--- config.mk ---
export PLATFORM = sky130hd
export DESIGN_NAME = uart_tx_serializer
export DESIGN_NICKNAME = d
export VERILOG_FILES = /design/src/rtl/uart_tx_serializer.sv
export SDC_FILE = /design/constraint.sdc
export NUM_CORES = 1
export LEC_CHECK = 0
export CORE_MARGIN = 1
export CORE_UTILIZATION = 55
export CTS_BUF_LIST = sky130_fd_sc_hd__clkbuf_4
export CTS_CLUSTER_SIZE = 20
export DETAILED_ROUTE_END_ITERATION = 6
export PLACE_DENSITY = 0.76
export SLEW_MARGIN = 20
export SYNTH_ARGS = -nofsm -noshare
export SYNTH_HDL_FRONTEND = slang
export SYNTH_SLANG_ARGS = --single-unit
--- constraint.sdc ---
create_clock -name CLK -period 4.84 [get_ports CLK]
set_clock_uncertainty 0.1 [all_clocks]
set_input_delay 1.21 -clock CLK [delete_from_list [all_inputs] [get_ports CLK]]
set_output_delay 1.21 -clock CLK [all_outputs]
set_load 0.01 [all_outputs]
--- src/rtl/uart_tx_serializer.sv ---
// UART transmit serializer: start bit, DATA_WIDTH data bits LSB first,
// optional parity, stop bit. Each bit lasts PRESCALE clocks. A single-entry
// holding register lets the next byte queue while the current frame shifts,
// so that consecutive frames go out back-to-back.
module uart_tx_serializer #(
    parameter int DATA_WIDTH  = 8,
    parameter int PRESC_WIDTH = 6
) (
    input  logic                   CLK,
    input  logic                   RST,
    input  logic [DATA_WIDTH-1:0]  P_DATA,
    input  logic                   DATA_VALID,
    input  logic                   PAR_EN,
    input  logic                   PAR_TYP,
    input  logic [PRESC_WIDTH-1:0] PRESCALE,
    output logic                   TX_OUT,
    output logic                   IN_READY,
    output logic                   BUSY,
    output logic                   FRAME_DONE
);

    localparam int BW = (DATA_WIDTH > 1) ? $clog2(DATA_WIDTH) : 1;

    typedef enum logic [2:0] {
        S_IDLE,
        S_START,
        S_DATA,
        S_PARITY,
        S_STOP
    } state_t;

    state_t                 r_state;
    state_t                 w_state_nxt;
    logic                   r_hold_full;
    logic [DATA_WIDTH-1:0]  r_hold_data;
    logic [DATA_WIDTH-1:0]  r_shift;
    logic [PRESC_WIDTH-1:0] r_cnt;
    logic [PRESC_WIDTH-1:0] r_presc;
    logic [BW-1:0]          r_bit_idx;
    logic                   r_par_en;
    logic                   r_par_bit;
    logic                   w_load;
    logic                   w_bit_end;
    logic                   w_last_bit;
    logic [PRESC_WIDTH-1:0] w_presc_eff;

    // Very small prescales would make the bit-end compare degenerate, so clamp to 4.
    assign w_presc_eff = (PRESCALE < PRESC_WIDTH'(4)) ? PRESC_WIDTH'(4) : PRESCALE;
    assign w_bit_end   = (r_cnt == r_presc - PRESC_WIDTH'(1));
    assign w_last_bit  = (r_bit_idx == BW'(DATA_WIDTH - 1));
    assign IN_READY    = !r_hold_full;

    // Holding register: accept only when empty; drained by the FSM load.
    always_ff @(posedge CLK) begin
        if (RST) begin
            r_hold_full <= 1'b0;
            r_hold_data <= '0;
        end else if (DATA_VALID && !r_hold_full) begin
            r_hold_full <= 1'b1;
            r_hold_data <= P_DATA;
        end else if (w_load) begin
            r_hold_full <= 1'b0;
        end
    end

    // FSM state register.
    always_ff @(posedge CLK) begin
        if (RST) r_state <= S_IDLE;
        else     r_state <= w_state_nxt;
    end

    // Next-state, load strobe and line outputs, all decoded from registered state.
    always_comb begin
        w_state_nxt = r_state;
        w_load      = 1'b0;
        TX_OUT      = 1'b1;
        BUSY        = 1'b1;
        FRAME_DONE  = 1'b0;
        case (r_state)
            S_IDLE: begin
                BUSY = 1'b0;
                if (r_hold_full) begin
                    w_load      = 1'b1;
                    w_state_nxt = S_START;
                end
            end
            S_START: begin
                TX_OUT = 1'b0;
                if (w_bit_end) w_state_nxt = S_DATA;
            end
            S_DATA: begin
                TX_OUT = r_shift[0];
                if (w_bit_end && w_last_bit) w_state_nxt = r_par_en ? S_PARITY : S_STOP;
            end
            S_PARITY: begin
                TX_OUT = r_par_bit;
                if (w_bit_end) w_state_nxt = S_STOP;
            end
            S_STOP: begin
                FRAME_DONE = w_bit_end;
                if (w_bit_end) begin
                    // A queued byte starts right away, with no idle bit in between.
                    if (r_hold_full) begin
                        w_load      = 1'b1;
                        w_state_nxt = S_START;
                    end else begin
                        w_state_nxt = S_IDLE;
                    end
                end
            end
            default: begin
                BUSY        = 1'b0;
                w_state_nxt = S_IDLE;
            end
        endcase
    end

    // Frame datapath: config is captured at load so mid-frame changes cannot disturb it.
    always_ff @(posedge CLK) begin
        if (RST) begin
            r_cnt     <= '0;
            r_presc   <= PRESC_WIDTH'(4);
            r_bit_idx <= '0;
            r_shift   <= '0;
            r_par_en  <= 1'b0;
            r_par_bit <= 1'b0;
        end else if (w_load) begin
            r_cnt     <= '0;
            r_presc   <= w_presc_eff;
            r_bit_idx <= '0;
            r_shift   <= r_hold_data;
            r_par_en  <= PAR_EN;
            r_par_bit <= (^r_hold_data) ^ PAR_TYP;
        end else if (r_state != S_IDLE) begin
            if (w_bit_end) begin
                r_cnt <= '0;
                if (r_state == S_DATA) begin
                    r_shift   <= r_shift >> 1;
                    r_bit_idx <= r_bit_idx + 1'b1;
                end
            end else begin
                r_cnt <= r_cnt + 1'b1;
            end
        end
    end

endmodule

==> impl_metrics.sql, run 1 <==
INSERT INTO impl_metrics (metric_group, metric, value, unit) VALUES
('run_status', 'status', 'complete, no violations', ''),
('synthesis', 'netlist_top_cells_area', 'sky130_fd_sc_hd__dfxtp_1 (40%), sky130_fd_sc_hd__mux2i_1 (12%), sky130_fd_sc_hd__nor2_1 (6.5%)', ''),
('grt', 'gr-usage-all-layers', '23.8', '%'),
('clock_tree', 'cts_tree', 'built', ''),
('floorplan', 'die_height', '60.0', 'um'),
('synthesis', 'ys_seq_elements', '37', ''),
('timing', 'final_critical_path_share_of_the_clock_period', '85.5', '%'),
('layout', 'antenna_cells', '0', ''),
('synthesis', 'synth_area_leader_cell', 'sky130_fd_sc_hd__dfxtp_1', ''),
('clock_tree', 'clk_latency', '0.36', 'ns'),
('power_and_ir_drop', 'peakVddDrop', '0.176', 'mV'),
('clock_tree', 'cts_made_buffers', '5', ''),
('worst_setup_path', 'worst_path_max_delay_cell', 'sky130_fd_sc_hd__or4_1', ''),
('clock_tree', 'max-clock-path-buffers', '2', ''),
('timing', 'report.final.slew_viol_count', '0', ''),
('timing', 'fmax', '242', 'MHz'),
('layout', 'post_layout_nonfiller_instances', '270', ''),
('worst_setup_path', 'setup.worst_path.class', 'reg -> out', ''),
('worst_setup_path', 'worstPathCellList', 'or4_1 > or3_4 > a211oi_2 > nand2_1 > nor2_1 > clkdlybuf4s50_1', ''),
('place', 'number_of_instances_in_the_placed_design', '262', ''),
('grt', 'initial_antenna_violation_count', '0', ''),
('timing', 'slew_headroom', '38.8', '%'),
('detailed_routing', 'routedLengthMet1', '1.50', 'mm'),
('power_and_ir_drop', 'fin_total_pwr', '0.000705', 'W'),
('detailed_routing', 'detailedRoute.firstIterationViolations', '87', ''),
('clock_tree', 'number_of_gates_given_a_new_drive_strength_after_cts', '0', ''),
('detailed_routing', 'post_drt_wl_per_cell', '13.3', 'um'),
('detailed_routing', 'route.detailed.drc', '0', ''),
('grt', 'grt_overflow', '0', ''),
('floorplan', 'top_level_ports', '23', ''),
('worst_setup_path', 'critical_path_arrival', '2.83', 'ns'),
('detailed_routing', 'highest_layer', 'met4', ''),
('place', 'gp_routability_congestion', '0.852', ''),
('grt', 'grt_pass1_vias', '1479', ''),
('clock_tree', 'cts_setup_buffers', '0', ''),
('layout', 'area_growth_syn_to_layout', '17.8', '%'),
('clock_tree', 'clock_tree.root_cell', 'sky130_fd_sc_hd__clkbuf_4', ''),
('timing', 'setup_total_negative_slack', '0', 'ns'),
('synthesis', 'synth.lib_cells_used.distinct', '38', ''),
('detailed_routing', 'dr_total_vias', '1491', ''),
('synthesis', 'synthesis.area', '1850', 'um2'),
('timing', 'fin_worst_hold_slack', '0.378', 'ns'),
('layout', 'post_route_cells_drive_above_1_share', '6.64', '%'),
('place', 'detailed_place_hpwl', '2.65', 'mm'),
('synthesis', 'syn-mean-instance-area', '8.97', 'um2'),
('floorplan', 'die_area', '3600', 'um2'),
('worst_setup_path', 'timing.critical_path.to_type', 'output pin', ''),
('timing', 'final_period_minus_worst_setup_slack', '4.14', 'ns'),
('power_and_ir_drop', 'total_leakage_power', '0.914', 'nW'),
('synthesis', 'yosys.area.top_type_share', '40.1', '%'),
('clock_tree', 'clock_sink_count', '37', ''),
('timing', 'hold_violations', '0', ''),
('floorplan', 'floorplan.initialDensity', '59.1', '%'),
('grt', 'wire_length_of_the_first_global_routing_pass', '6.20', 'mm'),
('detailed_routing', 'dr_wl_met2', '1.87', 'mm'),
('floorplan', 'core.rowCount', '20', ''),
('floorplan', 'core', '3130', 'um2'),
('layout', 'design_area', '2180', 'um2'),
('grt', 'maximum_number_of_pins_on_one_net_before_global_route_repair', '27', ''),
('synthesis', 'synthesis.instances', '206', ''),
('run', 'timing.max_cap.violations', '0', ''),
('hold_path', 'min-delay-path-class', 'reg -> reg', ''),
('clock_tree', 'cts.hold.buffers_added', '0', ''),
('place', 'postPlaceCellArea', '2090', 'um2'),
('worst_setup_path', 'timing.critical_path.from_type', 'flip-flop', ''),
('worst_setup_path', 'critical_path.n_buffers_inverters', '1', ''),
('place', 'io_buffer_count', '22', ''),
('worst_setup_path', 'path_max_fanout', '5', ''),
('timing', 'finalSetupViolations', '0', ''),
('worst_setup_path', 'timing.critical_path.max_delay_family', 'simple AND/OR/NAND/NOR gates', ''),
('layout', 'final_nets', '248', '');
layout make-up:
| type | instances | area, um2 |
|---|---|---|
| clock inverter | 2 | 38.8 |
| multi-input combinational | 152 | 1050 |
| fill | 242 | 951 |
| tap | 44 | 55.1 |
| clock buffer | 6 | 45.0 |
| timing repair buffer | 23 | 228 |
| inverter | 6 | 22.5 |
| sequential | 37 | 741 |
sequential cells by signal (all words and copies together) (netlist names):
register / flops
r_hold_data: 8
r_shift: 8
r_cnt: 6
r_presc: 6
r_bit_idx: 3
r_state: 3
r_hold_full: 1
r_par_bit: 1
r_par_en: 1
per-stage QoR:
stage,setup WS [ns],util (%)
5_1_grt,0.537,69.6
3_5_place_dp,1.08,66.7
6_report,0.704,69.6
3_3_place_gp,1.16,66.7
2_1_floorplan,1.68,-
4_1_cts,0.688,69.4
worst paths after layout:
kind               from          to  slack (ns)  depth (start not counted)
min          r_shift[7]  r_shift[7]        0.38                          2
min reg2reg  r_shift[7]  r_shift[7]        0.38                          2
max          r_presc[0]  FRAME_DONE        0.70                          6
max reg2reg  r_presc[0]  r_shift[6]        1.87                          6
per-layer routing:
metal / up-vias / track usage (%)
li1: 756 / -
met1: 699 / 25.9
met2: 25 / 41.6
met3: 11 / 8.01
met4: 0 / 11.0
met5: - / 0
power by group:
group | switching, W | internal, W | total [W] | leakage [nW]
clock network | 0.000106 | 0.000116 | 0.000221 | 0.0459
registers | 0.0000192 | 0.000325 | 0.000345 | 0.302
logic | 0.0000711 | 0.0000681 | 0.000139 | 0.566
total | 0.000196 | 0.000509 | 0.000705 | 0.914
cells in the mapped netlist (all sizes together):
cell type	number
o211ai	2
a21o	1
nor4	1
buf	2
o21ai	4
nand4	4
a2111oi	1
a211oi	9
or3	2
o31a	1
clkbuf	9
o21bai	1
dfxtp	37
and2	1
a211o	1
nand2	13
a31oi	2
xor2	8
xnor2	13
o32a	1
or2	3
a21oi	10
nor2	32
or4	1
nand3	2
nor3	7
mux2i	23
nor2b	2
or3b	2
inv	6
and3	1
ha	4
cells by family after synthesis:
kind of cell    after synthesis  share of synthesized area [%]
mux                          23                           12.5
compound gates               33                           13.2
xor+xnor                     21                           9.95
fa+ha+maj                     4                           2.71
simple gates                 71                           17.9
flops                        37                           40.1
buf+inv                      17                           3.66
cell usage in the layout (no fill, tap or decap), types with 2 or more instances in the layout:
master / instances
sky130_fd_sc_hd__a211oi_1: 8
sky130_fd_sc_hd__a21oi_1: 9
sky130_fd_sc_hd__a31oi_1: 2
sky130_fd_sc_hd__clkbuf_4: 6
sky130_fd_sc_hd__clkdlybuf4s50_1: 22
sky130_fd_sc_hd__dfxtp_1: 37
sky130_fd_sc_hd__ha_1: 4
sky130_fd_sc_hd__inv_1: 6
sky130_fd_sc_hd__mux2i_1: 23
sky130_fd_sc_hd__nand2_1: 13
sky130_fd_sc_hd__nand3_1: 2
sky130_fd_sc_hd__nand4_1: 4
sky130_fd_sc_hd__nor2_1: 32
sky130_fd_sc_hd__nor2b_1: 2
sky130_fd_sc_hd__nor3_1: 7
sky130_fd_sc_hd__o211ai_1: 2
sky130_fd_sc_hd__o21ai_1: 3
sky130_fd_sc_hd__or2_2: 2
sky130_fd_sc_hd__or3b_1: 2
sky130_fd_sc_hd__xnor2_1: 13
sky130_fd_sc_hd__xor2_1: 8
worst min-delay path, delay by kind of cell (launching register included):
family,cells,cell delay [ns]
flip-flops,1,0.33
AND/OR/NAND/NOR,1,0.06
AO/OA/AOI/OAI,1,0.06
Power figures use the tool's default switching activity.
==> run 2, diff against run 1 <==
--- a/config.mk
+++ b/config.mk
@@ -10,6 +10,7 @@
 export CTS_BUF_LIST = sky130_fd_sc_hd__clkbuf_4
 export CTS_CLUSTER_SIZE = 20
 export DETAILED_ROUTE_END_ITERATION = 6
+export GPL_ROUTABILITY_DRIVEN = 0
 export PLACE_DENSITY = 0.76
 export SLEW_MARGIN = 20
 export SYNTH_ARGS = -nofsm -noshare
==> results of run 2 <==
Same layout as run 1: the final DEF is identical, and so are final timing and power.
